### config.mk
export PLATFORM = sky130hd
export DESIGN_NAME = kv_txn_sequencer
export DESIGN_NICKNAME = d
export VERILOG_FILES = /design/src/rtl/kv_txn_sequencer.sv
export SDC_FILE = /design/constraint.sdc
export NUM_CORES = 1
export LEC_CHECK = 0
export BUFFER_PORTS_ARGS = -buffer_cell sky130_fd_sc_hd__buf_2
export CAP_MARGIN = 30
export CORE_MARGIN = 2
export CORE_UTILIZATION = 23
export CTS_BUF_LIST = sky130_fd_sc_hd__clkbuf_16
export DETAILED_ROUTE_END_ITERATION = 10
export PLACE_DENSITY = 0.4
export SLEW_MARGIN = 20
export SYNTH_ARGS = -nofsm -noshare
export SYNTH_HDL_FRONTEND = slang
export SYNTH_SLANG_ARGS = --single-unit
export TNS_END_PERCENT = 20
### constraint.sdc
create_clock -name tick_in -period 7.3 [get_ports tick_in]
set_input_delay 1.46 -clock tick_in [delete_from_list [all_inputs] [get_ports tick_in]]
set_output_delay 1.46 -clock tick_in [all_outputs]
set_load 0.03 [all_outputs]
### src/rtl/kv_txn_sequencer.sv
// kv_txn_sequencer: frames 9-byte packets (opcode, key, value) and applies them to an on-chip account table.
// Ports:
//   tick_in  clock, rising edge
//   rst      asynchronous active-high reset
//   rx_byte  packet byte, valid while newbyt is high
//   newbyt   byte strobe, one byte per cycle
//   busy     scanning or executing; incoming bytes are discarded
//   drop     one-cycle pulse after a byte was discarded while busy
//   done     one-cycle result pulse
//   signal   0 none, 1 created, 2 transacted, 3 error (held until next done)
//   err      0 ok, 1 dup key, 2 full, 3 unknown key, 4 funds, 5 bad opcode, 6 overflow
//   key      key of the last completed packet
//   value    resulting balance (current balance on error when the key exists, else 0)
module kv_txn_sequencer #(
    parameter int ENTRIES = 8,
    parameter int KEY_W   = 32,
    parameter int VAL_W   = 32
) (
    input  logic             tick_in,
    input  logic             rst,
    input  logic [7:0]       rx_byte,
    input  logic             newbyt,
    output logic             busy,
    output logic             drop,
    output logic             done,
    output logic [1:0]       signal,
    output logic [2:0]       err,
    output logic [KEY_W-1:0] key,
    output logic [VAL_W-1:0] value
);
    localparam int IW = (ENTRIES > 1) ? $clog2(ENTRIES) : 1;

    typedef enum logic [1:0] {IDLE, COLLECT, SEARCH, EXEC} state_t;

    state_t             state, state_nx;
    logic [2:0]         cnt;
    logic [1:0]         op;
    logic [KEY_W-1:0]   pkt_key;
    logic [VAL_W-1:0]   pkt_val;
    logic [IW-1:0]      idx, hit_idx, free_idx;
    logic               hit, has_free;
    logic [KEY_W-1:0]   tkey [ENTRIES];
    logic [VAL_W-1:0]   tval [ENTRIES];
    logic [ENTRIES-1:0] tvalid;

    logic               op_ok, last_byte, scan_end;
    logic [VAL_W-1:0]   cur;
    logic [VAL_W:0]     sum, diff;
    logic               wr_en;
    logic [IW-1:0]      wr_idx;
    logic [VAL_W-1:0]   wr_val, ex_val;
    logic [2:0]         ex_err;
    logic [1:0]         ex_sig;

    assign op_ok     = rx_byte == 8'h01 || rx_byte == 8'h02 || rx_byte == 8'h03;
    assign last_byte = state == COLLECT && newbyt && cnt == 3'd7;
    assign scan_end  = idx == IW'(ENTRIES - 1);
    assign busy      = state == SEARCH || state == EXEC;

    // 33-bit arithmetic: the carry/borrow bit flags overflow or insufficient funds
    assign cur  = tval[hit_idx];
    assign sum  = {1'b0, cur} + {1'b0, pkt_val};
    assign diff = {1'b0, cur} - {1'b0, pkt_val};

    always_ff @(posedge tick_in or posedge rst) begin
        if (rst) state <= IDLE;
        else     state <= state_nx;
    end

    always_comb begin
        state_nx = state;
        case (state)
            IDLE:    state_nx = (newbyt && op_ok) ? COLLECT : IDLE;
            COLLECT: state_nx = last_byte ? SEARCH : COLLECT;
            SEARCH:  state_nx = scan_end ? EXEC : SEARCH;
            EXEC:    state_nx = IDLE;
            default: state_nx = IDLE;
        endcase
    end

    always_comb begin
        ex_err = 3'd0;
        wr_en  = 1'b0;
        wr_idx = hit_idx;
        wr_val = cur;
        case (op)
            2'd1: begin
                if (hit)            ex_err = 3'd1;
                else if (!has_free) ex_err = 3'd2;
                else begin
                    wr_en  = 1'b1;
                    wr_idx = free_idx;
                    wr_val = pkt_val;
                end
            end
            2'd2: begin
                if (!hit)             ex_err = 3'd3;
                else if (sum[VAL_W])  ex_err = 3'd6;
                else begin
                    wr_en  = 1'b1;
                    wr_val = sum[VAL_W-1:0];
                end
            end
            2'd3: begin
                if (!hit)             ex_err = 3'd3;
                else if (diff[VAL_W]) ex_err = 3'd4;
                else begin
                    wr_en  = 1'b1;
                    wr_val = diff[VAL_W-1:0];
                end
            end
            default: ex_err = 3'd5;
        endcase
        ex_sig = (ex_err != 3'd0) ? 2'd3 : (op == 2'd1 ? 2'd1 : 2'd2);
        ex_val = (ex_err != 3'd0) ? (hit ? cur : '0) : wr_val;
    end

    always_ff @(posedge tick_in or posedge rst) begin
        if (rst) begin
            cnt      <= '0;
            op       <= '0;
            pkt_key  <= '0;
            pkt_val  <= '0;
            idx      <= '0;
            hit      <= 1'b0;
            hit_idx  <= '0;
            has_free <= 1'b0;
            free_idx <= '0;
            tvalid   <= '0;
            done     <= 1'b0;
            drop     <= 1'b0;
            signal   <= '0;
            err      <= '0;
            key      <= '0;
            value    <= '0;
        end else begin
            done <= 1'b0;
            drop <= newbyt && busy;
            if (state == IDLE && newbyt) begin
                if (op_ok) begin
                    op  <= rx_byte[1:0];
                    cnt <= '0;
                end else begin
                    signal <= 2'd3;
                    err    <= 3'd5;
                    key    <= '0;
                    value  <= '0;
                    done   <= 1'b1;
                end
            end else if (state == COLLECT && newbyt) begin
                {pkt_key, pkt_val} <= {pkt_key[KEY_W-9:0], pkt_val, rx_byte};
                cnt <= cnt + 3'd1;
                if (cnt == 3'd7) begin
                    idx      <= '0;
                    hit      <= 1'b0;
                    has_free <= 1'b0;
                end
            end else if (state == SEARCH) begin
                if (tvalid[idx] && tkey[idx] == pkt_key) begin
                    hit     <= 1'b1;
                    hit_idx <= idx;
                end
                // first free slot seen wins, giving the lowest free index
                if (!tvalid[idx] && !has_free) begin
                    has_free <= 1'b1;
                    free_idx <= idx;
                end
                idx <= idx + IW'(1);
            end else if (state == EXEC) begin
                if (wr_en) tvalid[wr_idx] <= 1'b1;
                done   <= 1'b1;
                signal <= ex_sig;
                err    <= ex_err;
                key    <= pkt_key;
                value  <= ex_val;
            end
        end
    end

    // table payload needs no reset: entries are only read when their valid bit is set
    always_ff @(posedge tick_in) begin
        if (state == EXEC && wr_en) begin
            tkey[wr_idx] <= pkt_key;
            tval[wr_idx] <= wr_val;
        end
    end
endmodule

==> flow_summary.ini, run 1 <==
[cts]
cts_tree = done
clkSinkCount = 673
cts.repair.resized = 0
cts_root_buffer = clkbuf_16
post_cts_buffers = 0
clk_latency_ns = 0.63
cts_buffer_depth = 3
ctsHtreeMaxLevel = 3
numCtsBuffers = 77
path_clk_slew_ns = 0.06
cts_hold_buf = 0

[yosys]
synth_cell_types = 79
syn-cell-area_mm2 = 0.0303
postSynthAreaPerCell_um2 = 14.9
synth_flop_cell = edfxtp_1
syn-num-nets = 2125
yosys_warnings = 0
synth-edff-count = 512
ys_seq_elements = 673
ys_seq_area_frac = 0.641
postSynthCellCount = 2039
ys_async_sr_fraction = 0.239

[status]
status = finished, final reports clean

[global_route]
grtUsageMet1 = 0.206
gr-usage-met2 = 0.223
grt_pass1_vias = 19600
grt-busiest-layer = met2
grtUsageMet3 = 0.0268
grt_pass1_wl_um = 143000
antenna_found_initial = 8
globalRouteOverflowTotal = 0
track_usage = 0.144
grt_max_degree = 100

[power]
p_total_mw = 11.3
power_leakage_nw = 12.8
peakVddDrop_mv = 0.152
power_density_mw_per_mm2 = 316

[floorplan]
rows = 133
coreArea_mm2 = 0.131
io-pin-count = 83
start_util = 0.231
die_y_um = 367
die_area_mm2 = 0.135
fp.dieW_um = 367

[timing]
max_slew.worst_pin.slew_ns = 0.992
rsz0062_at_grt = no
setup_ws_ns = 0.520
final_max_slew_viol_count = 0
setup_violations = 0
hold_viol_final = 0
min_period_ns = 6.78
slew_headroom = 0.337
post-route-period-util = 0.929
max_freq_ghz = 0.147
final.setup_skew_ns = 0.0277
hold_ws_ns = 0.461

[place]
io_buffers = 82
place_ws_ns = 0.314
gp_congestion = 0.916
hpwl_um = 65900
dp.cells = 3824

[final_layout]
nets = 2239
area_growth_pct = 18.1
final.fill_count = 13500
drive_above_1_share = 0.217
fin_cells = 3970
final_cell_mix = edfxtp_1, nand2_1, dfrtp_1
layout_commonest_cell = edfxtp_1
final_util = 0.273

[worst_setup_path]
worstSetupStartpoint = hit_idx[0]
reg2reg_slack_ns = 0.52
crit_end = tkey[6][21]
r2r_start = hit_idx[0]
rr_endpoint = tkey[6][21]
cp_data_arrival_time_ns = 7.11
start_kind = flip-flop
worstRegToRegCells = 14
critPathMaxFanout = 32
endpoint_kind = flip-flop
critPathKind = reg2reg
cp_data_required_time_ns = 7.63

[drt]
wl_per_cell_um = 24.7
viasPerCell = 4.78
vias = 19000
dr.pass1.iters = 6
finalWirelength_um = 98100
drtAntennaViolNets = 0
drc = 0
first_iter_violations = 1802

[worst_hold_path]
hp-class = reg2reg
min_path_cells = 1

[job]
drv_cap = 0
==> state kept, by name, summed over array words and instances, names as in the netlist, 3 cells and up, named ones only <==
name and count:
tkey 256, tval 256, key 32, pkt_key 32
pkt_val 32, value 32, tvalid 8, cnt 3
err 3, free_idx 3, hit_idx 3, idx 3
==> synth_stat cells (10+ instances only) <==
master | n | area [um2]
ha_1 | 73 | 913
nand2_1 | 183 | 687
o21bai_1 | 12 | 90.1
o22ai_1 | 10 | 62.6
a22o_1 | 49 | 429
a21o_1 | 26 | 195
o21ai_0 | 100 | 500
or3_1 | 10 | 62.6
nand3_1 | 22 | 110
mux2_2 | 32 | 360
o211ai_1 | 13 | 97.6
a21oi_1 | 57 | 285
o31ai_1 | 13 | 97.6
a221o_1 | 26 | 260
o221ai_1 | 14 | 123
inv_1 | 78 | 293
edfxtp_1 | 512 | 15400
a22oi_1 | 17 | 128
mux2i_1 | 39 | 390
xnor2_1 | 23 | 201
buf_2 | 26 | 130
dfrtp_1 | 161 | 4030
nor2b_1 | 20 | 125
clkbuf_1 | 75 | 282
a211oi_1 | 11 | 82.6
or2_2 | 13 | 81.3
and2_1 | 10 | 62.6
nand2b_1 | 13 | 81.3
buf_1 | 13 | 48.8
nor2_1 | 79 | 297
xor2_1 | 26 | 228
mux4_2 | 130 | 2930
nor3_1 | 18 | 90.1
==> critical path, cell delays in order, from the launching register on <==
cell and delay (ns):
dfrtp_4 0.87, mux4_2 0.61, mux2i_1 0.54, inv_1 0.25, ha_1 0.55, a21oi_1 0.17, nor3b_1 0.19, a2111oi_0 0.64
buf_4 0.23, o211ai_1 0.17, a31o_2 0.42, nand2_1 0.31, a22oi_1 0.34, nor2_4 0.81, buf_4 0.34
==> worst min path at each step <==
stage                     startpoint   endpoint  slack [ns]
after floorplan            tvalid[2]  tvalid[2]        0.43
after global placement     tvalid[6]  tvalid[6]        0.45
after detailed placement   tvalid[0]  tvalid[0]        0.45
after CTS                  tvalid[4]  tvalid[4]        0.46
after global routing       tvalid[4]  tvalid[4]        0.48
final                      tvalid[4]  tvalid[4]        0.46
==> metrics by stage <==
stage          cell area (um2)  setup TNS (ns)
5_1_grt                  35800               0
2_1_floorplan            30300         -246.42
4_1_cts                  35700               0
3_3_place_gp             33100               0
3_5_place_dp             33300               0
6_report                 35800               0
==> final cells by class <==
cell class | count | area, um2 | share of cell area
Sequential cell | 673 | 19400 | 0.543
Multi-Input combinational cell | 1170 | 10200 | 0.286
Tap cell | 1755 | 2200 | 0.0614
Clock buffer | 78 | 1950 | 0.0546
Timing Repair Buffer | 153 | 1250 | 0.0349
Clock inverter | 62 | 430 | 0.0120
Inverter | 78 | 300 | 0.00840
Antenna cell | 1 | 2.50 | 0.0000700
==> power by group <==
group | internal, mW | total [mW] | switching (mW)
registers | 4.53 | 4.97 | 0.444
clock network | 2.09 | 3.71 | 1.62
logic | 0.915 | 2.61 | 1.70
==> layer usage <==
layer	share of wire	routed length, um
met1	0.47	46000
met2	0.45	43800
met3	0.056	5530
met4	0.028	2780
met5	0.00022	22
==> cell families (layout without fill, tap and decap cells) <==
family | Yosys count | after routing | synth area share
other | 0 | 1 | 0
xor gates and xnor gates | 49 | 49 | 0.0142
and+or+nand+nor | 413 | 413 | 0.0637
adders and majority gates | 75 | 75 | 0.0315
muxes | 201 | 201 | 0.121
buffers and inverters | 196 | 371 | 0.0260
AOI/OAI and AO/OA | 432 | 432 | 0.102
DFF | 673 | 673 | 0.641
(Power assumes the default switching activity.)
==> run 2, diff against run 1 <==
--- a/config.mk
+++ b/config.mk
@@ -9,8 +9,9 @@
 export CAP_MARGIN = 30
 export CORE_MARGIN = 2
-export CORE_UTILIZATION = 23
+export CORE_UTILIZATION = 45
 export CTS_BUF_LIST = sky130_fd_sc_hd__clkbuf_16
 export DETAILED_ROUTE_END_ITERATION = 10
-export PLACE_DENSITY = 0.4
+export PLACE_DENSITY = 0.65
+export SETUP_SLACK_MARGIN = 0.3
 export SLEW_MARGIN = 20
 export SYNTH_ARGS = -nofsm -noshare
==> constraint.sdc (replaced) <==
create_clock -name tick_in -period 7.3 [get_ports tick_in]
set_input_delay 0.365 -clock tick_in [delete_from_list [all_inputs] [get_ports tick_in]]
set_output_delay 0.365 -clock tick_in [all_outputs]
set_load 0.03 [all_outputs]
==> run 2 against run 1 <==
Net effect: total power shrank 4.0%; combinational power is 7% lower; flip-flop and latch count unchanged; setup slack better by 0.40 ns; non-clock buffer count unchanged; register-to-register slack improved by 0.40 ns; clock skew shrank 0.0031 ns; final cell count shrank 22%; clock power shrank 7.8%; global-route usage increased by 9.7 points; largest cell class unchanged; highest routed layer unchanged.
==> flow_summary.ini, run 2 (synthesized netlist as in run 1, its figures left out) <==
[timing]
rsz0062_at_grt = no
final.setup_skew_ns = 0.0245
setup_violations = 0
slew_headroom = 0.332
final_max_slew_viol_count = 0
tns_ns = 0
setup_ws_ns = 0.921
max_freq_ghz = 0.157
hold_viol_final = 0
min_period_ns = 6.38
max_slew.worst_pin.slew_ns = 1.00
post-route-period-util = 0.874

[worst_setup_path]
critPathKind = reg2reg
cp_data_required_time_ns = 7.80
critPathMaxFanout = 35
cp_data_arrival_time_ns = 6.88
endpoint_kind = flip-flop
start_kind = flip-flop

[place]
dp.cells = 2936
place_area_mm2 = 0.0319
gp_congestion = 0.939
place_ws_ns = 0.926
io_buffers = 82
hpwl_um = 54900

[cts]
cts.repair.resized = 0
clkSinkCount = 673
clk_latency_ns = 0.62
cts_hold_buf = 7
post_cts_buffers = 0
path_clk_slew_ns = 0.06
ctsHtreeMaxLevel = 3
numCtsBuffers = 72
cts_root_buffer = clkbuf_16
cts_buffer_depth = 3
cts_tree = done

[global_route]
grt_max_degree = 90
track_usage = 0.241
globalRouteOverflowTotal = 0
grt_pass1_vias = 19200
grt_pass1_wl_um = 125000
antenna_found_initial = 2

[floorplan]
die_y_um = 263
rows = 95
start_util = 0.453
fp.dieW_um = 263
coreArea_mm2 = 0.0669
die_area_mm2 = 0.0694
io-pin-count = 83

[drt]
wl_per_cell_um = 27.2
viasPerCell = 6.14
finalWirelength_um = 83700
vias = 18900
first_iter_violations = 1889
drc = 0
drtAntennaViolNets = 0
dr.pass1.iters = 5

[final_layout]
nets = 2234
layout_commonest_cell = edfxtp_1
drive_above_1_share = 0.206
top_regs = tkey: 256 flops, tval: 256 flops
final_cell_area_mm2 = 0.0343
fin_cells = 3082
final_util = 0.512
final_cell_mix = edfxtp_1, nand2_1, dfrtp_1
area_growth_pct = 13.2

[job]
drv_cap = 0

[power]
peakVddDrop_mv = 0.187
power_leakage_nw = 12.7
power_density_mw_per_mm2 = 316

[worst_hold_path]
hp-class = in2reg

[status]
status = finished, final reports clean
-- run 2: final cells by class --
cell class              count  area, um2
clock buffers              73       1830
well taps                 873       1090
repair buffers            153       1060
diodes                      2       5.00
fillers                  5591      32700
clock inverters            60        374
inverters                  78        300
multi-input cells        1170      10200
flip-flops and latches    673      19400
-- run 2: worst max-delay path: stages, from the launching register on --
cell and delay [ns]:
dfrtp_2 0.92, buf_4 0.41, buf_4 0.34, mux4_2 0.35, mux2_2 0.33, ha_1 0.45, or2_2 0.38, nor3_1 0.24
nand3_1 0.13, a31o_2 0.27, a31oi_4 0.25, or3_1 0.42, nand2_1 0.24, a22oi_1 0.72, nor2_4 0.07, buf_4 0.36
or2_2 0.36
-- run 2: metrics by stage --
| step | power, mW | hold WS, ns |
|---|---|---|
| 2_1_floorplan | 6.59 | 0.434 |
| 3_3_place_gp | 7.42 | 0.447 |
| 3_5_place_dp | 7.45 | 0.451 |
| 4_1_cts | 10.9 | 0.0294 |
| 5_1_grt | 11.3 | 0.0346 |
| 6_report | 10.8 | 0.0535 |
-- run 2: worst paths after layout --
| path | startpoint | endpoint | slack (ns) | depth (start not counted) |
|---|---|---|---|---|
| setup / recovery | hit_idx[1] | tvalid[6] | 0.92 | 16 |
| hold / removal | rx_byte[7] | pkt_val[7] | 0.05 | 3 |
| setup reg to reg | hit_idx[1] | tvalid[6] | 0.92 | 16 |
| hold reg to reg | tvalid[1] | tvalid[1] | 0.46 | 1 |
| max in group asynchronous | rst | value[23] | 5.50 | 5 |
| min in group asynchronous | rst | done | 0.39 | 3 |
-- run 2: power by group --
group / total [mW] / internal, mW / switching (mW) / leakage, nW
clock network: 3.42 / 1.90 / 1.52 / 1.15
registers: 4.98 / 4.53 / 0.453 / 6.77
logic: 2.44 / 0.891 / 1.55 / 4.73
-- run 2: per-layer routing --
layer / track usage / part of all wire / vias up
li1: - / - / 8165
met1: 0.336 / 0.43 / 9793
met2: 0.382 / 0.47 / 812
met3: 0.0479 / 0.075 / 154
met4: 0.0757 / 0.027 / 6
met5: 0.0111 / 0.0015 / -
